==> config.mk <==
export PLATFORM = sky130hd
export DESIGN_NAME = fetch_unit
export DESIGN_NICKNAME = d
export VERILOG_FILES = /design/src/rtl/fetch_unit_pkg.sv /design/src/rtl/fetch_unit_addr_check.sv /design/src/rtl/fetch_unit.sv
export SDC_FILE = /design/constraint.sdc
export NUM_CORES = 1
export LEC_CHECK = 0
export CORE_UTILIZATION = 44
export CTS_BUF_LIST = sky130_fd_sc_hd__clkbuf_16
export DETAILED_ROUTE_END_ITERATION = 6
export GPL_TIMING_DRIVEN = 1
export PLACE_DENSITY = 0.8
export SYNTH_ARGS = -nofsm -noshare
export SYNTH_HDL_FRONTEND = slang
export SYNTH_HIERARCHICAL = 1
export SYNTH_SLANG_ARGS = --single-unit
==> constraint.sdc <==
create_clock -name clock -period 2.8 [get_ports clock]
set_input_delay 0.28 -clock clock [delete_from_list [all_inputs] [get_ports clock]]
set_output_delay 0.28 -clock clock [all_outputs]
set_load 0.02 [all_outputs]
==> src/rtl/fetch_unit_pkg.sv <==
// Shared constants and types for the instruction-fetch unit: memory map
// bounds (word addresses), FSM state encoding, and the IVT vector helper.
package fetch_unit_pkg;

  // Text segment, word addresses (byte 0x100 .. 0x3FC)
  localparam logic [31:0] TEXT_DAT_BOT = 32'h0000_0040;
  localparam logic [31:0] TEXT_DAT_TOP = 32'h0000_00FF;

  // Interrupt vector table, word addresses (byte 0x40 .. 0x5C)
  localparam logic [31:0] IVT_BOT      = 32'h0000_0010;
  localparam logic [31:0] IVT_TOP      = 32'h0000_0017;

  typedef enum logic [1:0] {
    FETCH_BOOT  = 2'd0,
    FETCH_RUN   = 2'd1,
    FETCH_FAULT = 2'd2
  } fetch_state_e;

  // Byte address of IVT entry 'cause'; cause is already zero-extended.
  function automatic logic [31:0] ivt_vector(input logic [31:0] base,
                                             input logic [31:0] cause);
    return base + (cause << 2);
  endfunction

endpackage

==> src/rtl/fetch_unit_addr_check.sv <==
// Combinational fetch-address classifier: flags misaligned PCs and PCs whose
// word address lies outside both the text segment and the IVT. Kept free of
// fetch state so data-memory fault logic can reuse it.
module fetch_addr_check
  import fetch_unit_pkg::*;
(
  input  logic [31:0] i_pc,
  output logic        o_bad_align,
  output logic        o_bad_range
);

  logic [31:0] w_word;
  logic        w_in_text;
  logic        w_in_ivt;

  assign w_word      = {2'b00, i_pc[31:2]};
  assign w_in_text   = (w_word >= TEXT_DAT_BOT) && (w_word <= TEXT_DAT_TOP);
  assign w_in_ivt    = (w_word >= IVT_BOT) && (w_word <= IVT_TOP);
  assign o_bad_align = (i_pc[1:0] != 2'b00);
  assign o_bad_range = !(w_in_text || w_in_ivt);

endmodule

==> src/rtl/fetch_unit.sv <==
// Instruction-fetch initiator: owns the PC, presents it to a combinational
// fetch memory, captures the returned word into IF/ID, and handles boot,
// stall, delayed branches, bad-PC faults and exception vectoring.
module fetch_unit
  import fetch_unit_pkg::*;
#(
  parameter logic [31:0] IVT_BASE    = IVT_BOT << 2,
  parameter int          NUM_VECTORS = 8
) (
  input  logic                           clock,
  input  logic                           reset,
  input  logic [31:0]                    start_addr,
  output logic [31:0]                    readAddress,
  input  logic [31:0]                    memInstruction,
  input  logic                           stall,
  input  logic                           branch_taken,
  input  logic [31:0]                    branch_target,
  input  logic                           exception,
  input  logic [$clog2(NUM_VECTORS)-1:0] exception_cause,
  output logic [31:0]                    instruction,
  output logic [31:0]                    instr_pc,
  output logic                           instr_valid,
  output logic                           fetch_fault,
  output logic [31:0]                    fault_addr
);

  fetch_state_e r_state, w_state_nxt;

  logic [31:0] r_pc,         w_pc_nxt;
  logic [31:0] r_instr_p1,   w_instr_nxt;
  logic [31:0] r_ipc_p1,     w_ipc_nxt;
  logic        r_vld_p1,     w_vld_nxt;
  logic        r_fault,      w_fault_nxt;
  logic [31:0] r_fault_addr, w_fault_addr_nxt;

  logic        w_bad_align;
  logic        w_bad_range;
  logic [31:0] w_vector;

  // Checks look only at the registered PC, so memInstruction never reaches
  // readAddress combinationally.
  fetch_addr_check u_addr_check (
    .i_pc        (r_pc),
    .o_bad_align (w_bad_align),
    .o_bad_range (w_bad_range)
  );

  assign w_vector = ivt_vector(IVT_BASE, 32'(exception_cause));

  // Next-state and next-register selection; every register holds by default.
  always_comb begin
    w_state_nxt      = r_state;
    w_pc_nxt         = r_pc;
    w_instr_nxt      = r_instr_p1;
    w_ipc_nxt        = r_ipc_p1;
    w_vld_nxt        = r_vld_p1;
    w_fault_nxt      = r_fault;
    w_fault_addr_nxt = r_fault_addr;
    unique case (r_state)
      FETCH_BOOT: begin
        w_pc_nxt    = start_addr & ~32'h3;
        w_vld_nxt   = 1'b0;
        w_state_nxt = FETCH_RUN;
      end
      FETCH_RUN: begin
        if (exception) begin
          // Squash the slot being fetched and vector into the IVT
          w_pc_nxt  = w_vector;
          w_vld_nxt = 1'b0;
        end else if (w_bad_align || w_bad_range) begin
          w_state_nxt      = FETCH_FAULT;
          w_fault_nxt      = 1'b1;
          w_fault_addr_nxt = r_pc;
          w_vld_nxt        = 1'b0;
        end else if (!stall) begin
          // The word fetched in a redirect cycle is the delay slot
          w_instr_nxt = memInstruction;
          w_ipc_nxt   = r_pc;
          w_vld_nxt   = 1'b1;
          w_pc_nxt    = branch_taken ? branch_target : r_pc + 32'd4;
        end
      end
      FETCH_FAULT: begin
        w_vld_nxt = 1'b0;
        if (exception) begin
          w_pc_nxt    = w_vector;
          w_fault_nxt = 1'b0;
          w_state_nxt = FETCH_RUN;
        end
      end
      default: begin
        w_state_nxt = FETCH_BOOT;
      end
    endcase
  end

  // State and IF/ID registers, synchronously reset.
  always_ff @(posedge clock) begin
    if (reset) begin
      r_state      <= FETCH_BOOT;
      r_pc         <= 32'd0;
      r_instr_p1   <= 32'd0;
      r_ipc_p1     <= 32'd0;
      r_vld_p1     <= 1'b0;
      r_fault      <= 1'b0;
      r_fault_addr <= 32'd0;
    end else begin
      r_state      <= w_state_nxt;
      r_pc         <= w_pc_nxt;
      r_instr_p1   <= w_instr_nxt;
      r_ipc_p1     <= w_ipc_nxt;
      r_vld_p1     <= w_vld_nxt;
      r_fault      <= w_fault_nxt;
      r_fault_addr <= w_fault_addr_nxt;
    end
  end

  assign readAddress = r_pc;
  assign instruction = r_instr_p1;
  assign instr_pc    = r_ipc_p1;
  assign instr_valid = r_vld_p1;
  assign fetch_fault = r_fault;
  assign fault_addr  = r_fault_addr;

endmodule

==> impl_metrics.env <==
export IMPL_wl_per_cell_um=16.8
export IMPL_synth_largest_area_cell="dfxtp_1"
export IMPL_synthTopCellsByArea="dfxtp_1, nand2_1, a21oi_1, o21ai_0, clkbuf_1"
export IMPL_yosysWarnings=6
export IMPL_rsz0062_at_grt="no"
export IMPL_setup_violations=0
export IMPL_hold_violations=0
export IMPL_met3_usage_pct=7.34
export IMPL_synth_cell_area_mm2=0.00600
export IMPL_worstPathRequired_ns=3.09
export IMPL_die_h_um=119
export IMPL_cts_resized=0
export IMPL_cts_tree="yes"
export IMPL_route_detailed_drc=0
export IMPL_hold_class="in2reg"
export IMPL_die_w_um=119
export IMPL_fp_row_count=42
export IMPL_cts_sinks=132
export IMPL_slew_headroom_pct=49.2
export IMPL_vias=6640
export IMPL_worstPathArrival_ns=2.85
export IMPL_holdPathEnd="instruction[17]"
export IMPL_numCtsBuffers=17
export IMPL_power_density_mw_per_mm2=637
export IMPL_outcome="finished, final reports clean"
export IMPL_worst_r2r_endpoint="readAddress[25]"
export IMPL_yosysMostFrequentCell="nand2_1"
export IMPL_post_cts_repair_setup_buffers=0
export IMPL_antenna_left=0
export IMPL_cts_htree_levels=4
export IMPL_wirelength_um=20400
export IMPL_firstDrtPassIters=5
export IMPL_synth_top_area_share_pct=44.0
export IMPL_grt_pass1_wl_um=32700
export IMPL_hpwl_um=14100
export IMPL_synthArstFlopShare_pct=0
export IMPL_power_total_mw=5.91
export IMPL_max_slew_worst_pin_slew_ns=0.762
export IMPL_root_buffer="clkbuf_16"
export IMPL_r2r_cells=9
export IMPL_crit_type="reg2reg"
export IMPL_grt_start_max_net_pins=73
export IMPL_antenna_found_initial=0
export IMPL_clock_latency_ns=0.42
export IMPL_synthesis_nets=899
export IMPL_tns_ns=0
export IMPL_leakagePower_nw=3.17
export IMPL_synth_edf_count=0
export IMPL_syn_instance_count=790
export IMPL_io_buffer_count=231
export IMPL_synthFlopType="dfxtp_1"
export IMPL_io_pin_count=234
export IMPL_cts_buffer_depth=2
export IMPL_grtUsageMet1_pct=35.9
export IMPL_fin_crit_ns=2.56
export IMPL_finalMaxSlewViolations=0
export IMPL_r2r_start="readAddress[25]"
export IMPL_area_growth_pct=54.5
export IMPL_end_kind="flip-flop"
export IMPL_fmax_mhz=391
export IMPL_synth_commonest_cells="nand2_1, a21oi_1, dfxtp_1"
export IMPL_ir_drop_mv=0.468
export IMPL_crit_start="readAddress[25]"
export IMPL_rrSetupSlack_ns=0.24
export IMPL_grt_util_met2_pct=50.3
export IMPL_overflow=0
export IMPL_syn_avg_cell_area_um2=7.60
export IMPL_worst_path_max_fanout=11
export IMPL_ctsHoldBuffers=0
export IMPL_ys_types=56
export IMPL_diodes=0
export IMPL_holdPathStages=3
export IMPL_holdWs_ns=0.404
export IMPL_min_delay_start="memInstruction[17]"
export IMPL_setup_worst_path_start_class="flip-flop"
export IMPL_start_util_pct=45.2
export IMPL_clk_pin_slew_ns=0.06
export IMPL_ys_seq_area_share_pct=44.0
export IMPL_maxCapViolCount=0
export IMPL_layout_nets=1136
export IMPL_die_area_mm2=0.0141
export IMPL_coreArea_mm2=0.0133
export IMPL_synth_seq_cells=132
export IMPL_track_usage_pct=29.5
export IMPL_fin_skew_ns=0.00684
export IMPL_grt_pass1_vias=6332
export IMPL_post_route_period_util_pct=91.4
export IMPL_gp_congestion=0.927
export IMPL_top_usage_layer="met2"
export IMPL_viasPerCell=5.47
export IMPL_drive_gt1_share_pct=9.91
export IMPL_drtIter0Drc=549
[critical path, stage by stage (launching register included)]
cell and delay (ns):
dfxtp_1 0.30, or4_1 0.60, nor3_2 0.13, o311ai_1 0.15, o31ai_1 0.27, a21oi_1 0.13, or2_2 0.34, buf_4 0.20
o211ai_1 0.18, o21ai_0 0.12
[worst max-delay path by stage]
stage	end	slack, ns	depth (start not counted)
2_1_floorplan	readAddress[5]	0.23	10
3_3_place_gp	readAddress[18]	0.34	9
3_5_place_dp	readAddress[25]	0.29	9
4_1_cts	readAddress[25]	0.26	9
5_1_grt	readAddress[4]	0.09	9
6_report	readAddress[25]	0.24	9
[cells in the final DEF, fill, tap and decap left out, types with 8 or more instances in the layout]
cell type,synthesis,final
clkbuf_16,0,17
inv_1,12,13
nand2_1,218,218
a31oi_1,8,8
nor3_1,12,12
nor2_1,20,19
o21ai_0,45,45
buf_4,0,52
dfxtp_1,132,132
nand3_1,10,10
clkdlybuf4s50_1,0,230
a21oi_1,132,132
nor4_1,13,13
[per-stage QoR]
| stage | cell area, um^2 | instances | utilization [%] | setup slack (ns) |
|---|---|---|---|---|
| 2_1_floorplan | 6000 | 790 | - | 0.228 |
| 3_3_place_gp | 8690 | 1184 | 65.3 | 0.340 |
| 3_5_place_dp | 8690 | 1184 | 65.3 | 0.294 |
| 4_1_cts | 9280 | 1215 | 69.8 | 0.256 |
| 5_1_grt | 9280 | 1215 | 69.8 | 0.0869 |
| 6_report | 9280 | 1215 | 69.8 | 0.241 |
[logic make-up (layout without fill, tap and decap cells)]
| group | count (synthesis) | after routing | synth area share (%) |
|---|---|---|---|
| DFF | 132 | 132 | 44.0 |
| adders and majority gates | 5 | 5 | 1.04 |
| and+or+nand+nor | 321 | 321 | 24.3 |
| buffers and inverters | 77 | 326 | 5.13 |
| muxes | 3 | 3 | 0.521 |
| AOI/OAI and AO/OA | 243 | 243 | 23.7 |
| xor gates and xnor gates | 9 | 9 | 1.31 |
[registers in the layout, summed over array words and instances (netlist names)]
name,cells
fault_addr,32
fetch_fault,1
instruction,32
instr_valid,1
r_state,2
instr_pc,32
readAddress,32
[final cells by class]
| class | count | area [um^2] |
|---|---|---|
| Clock buffer | 17 | 425 |
| Multi-Input combinational cell | 581 | 3070 |
| Tap cell | 176 | 220 |
| Fill cell | 1093 | 4020 |
| Inverter | 12 | 45.0 |
| Timing Repair Buffer | 283 | 2710 |
| Clock inverter | 14 | 163 |
| Sequential cell | 132 | 2640 |
[power breakdown]
part	switching, mW	internal (mW)	total, mW
Sequential	0.101	2.00	2.10
Clock	0.842	1.39	2.23
Combinational	0.881	0.696	1.58
[per-layer routing]
layer	part of all wire, %	wire [um]	vias up
li1	-	-	3233
met1	41	8470	3080
met2	48	9880	292
met3	8.0	1630	35
met4	2.3	466	0
met5	0	0	-
Note: power is estimated with default switching activity, not from simulation.
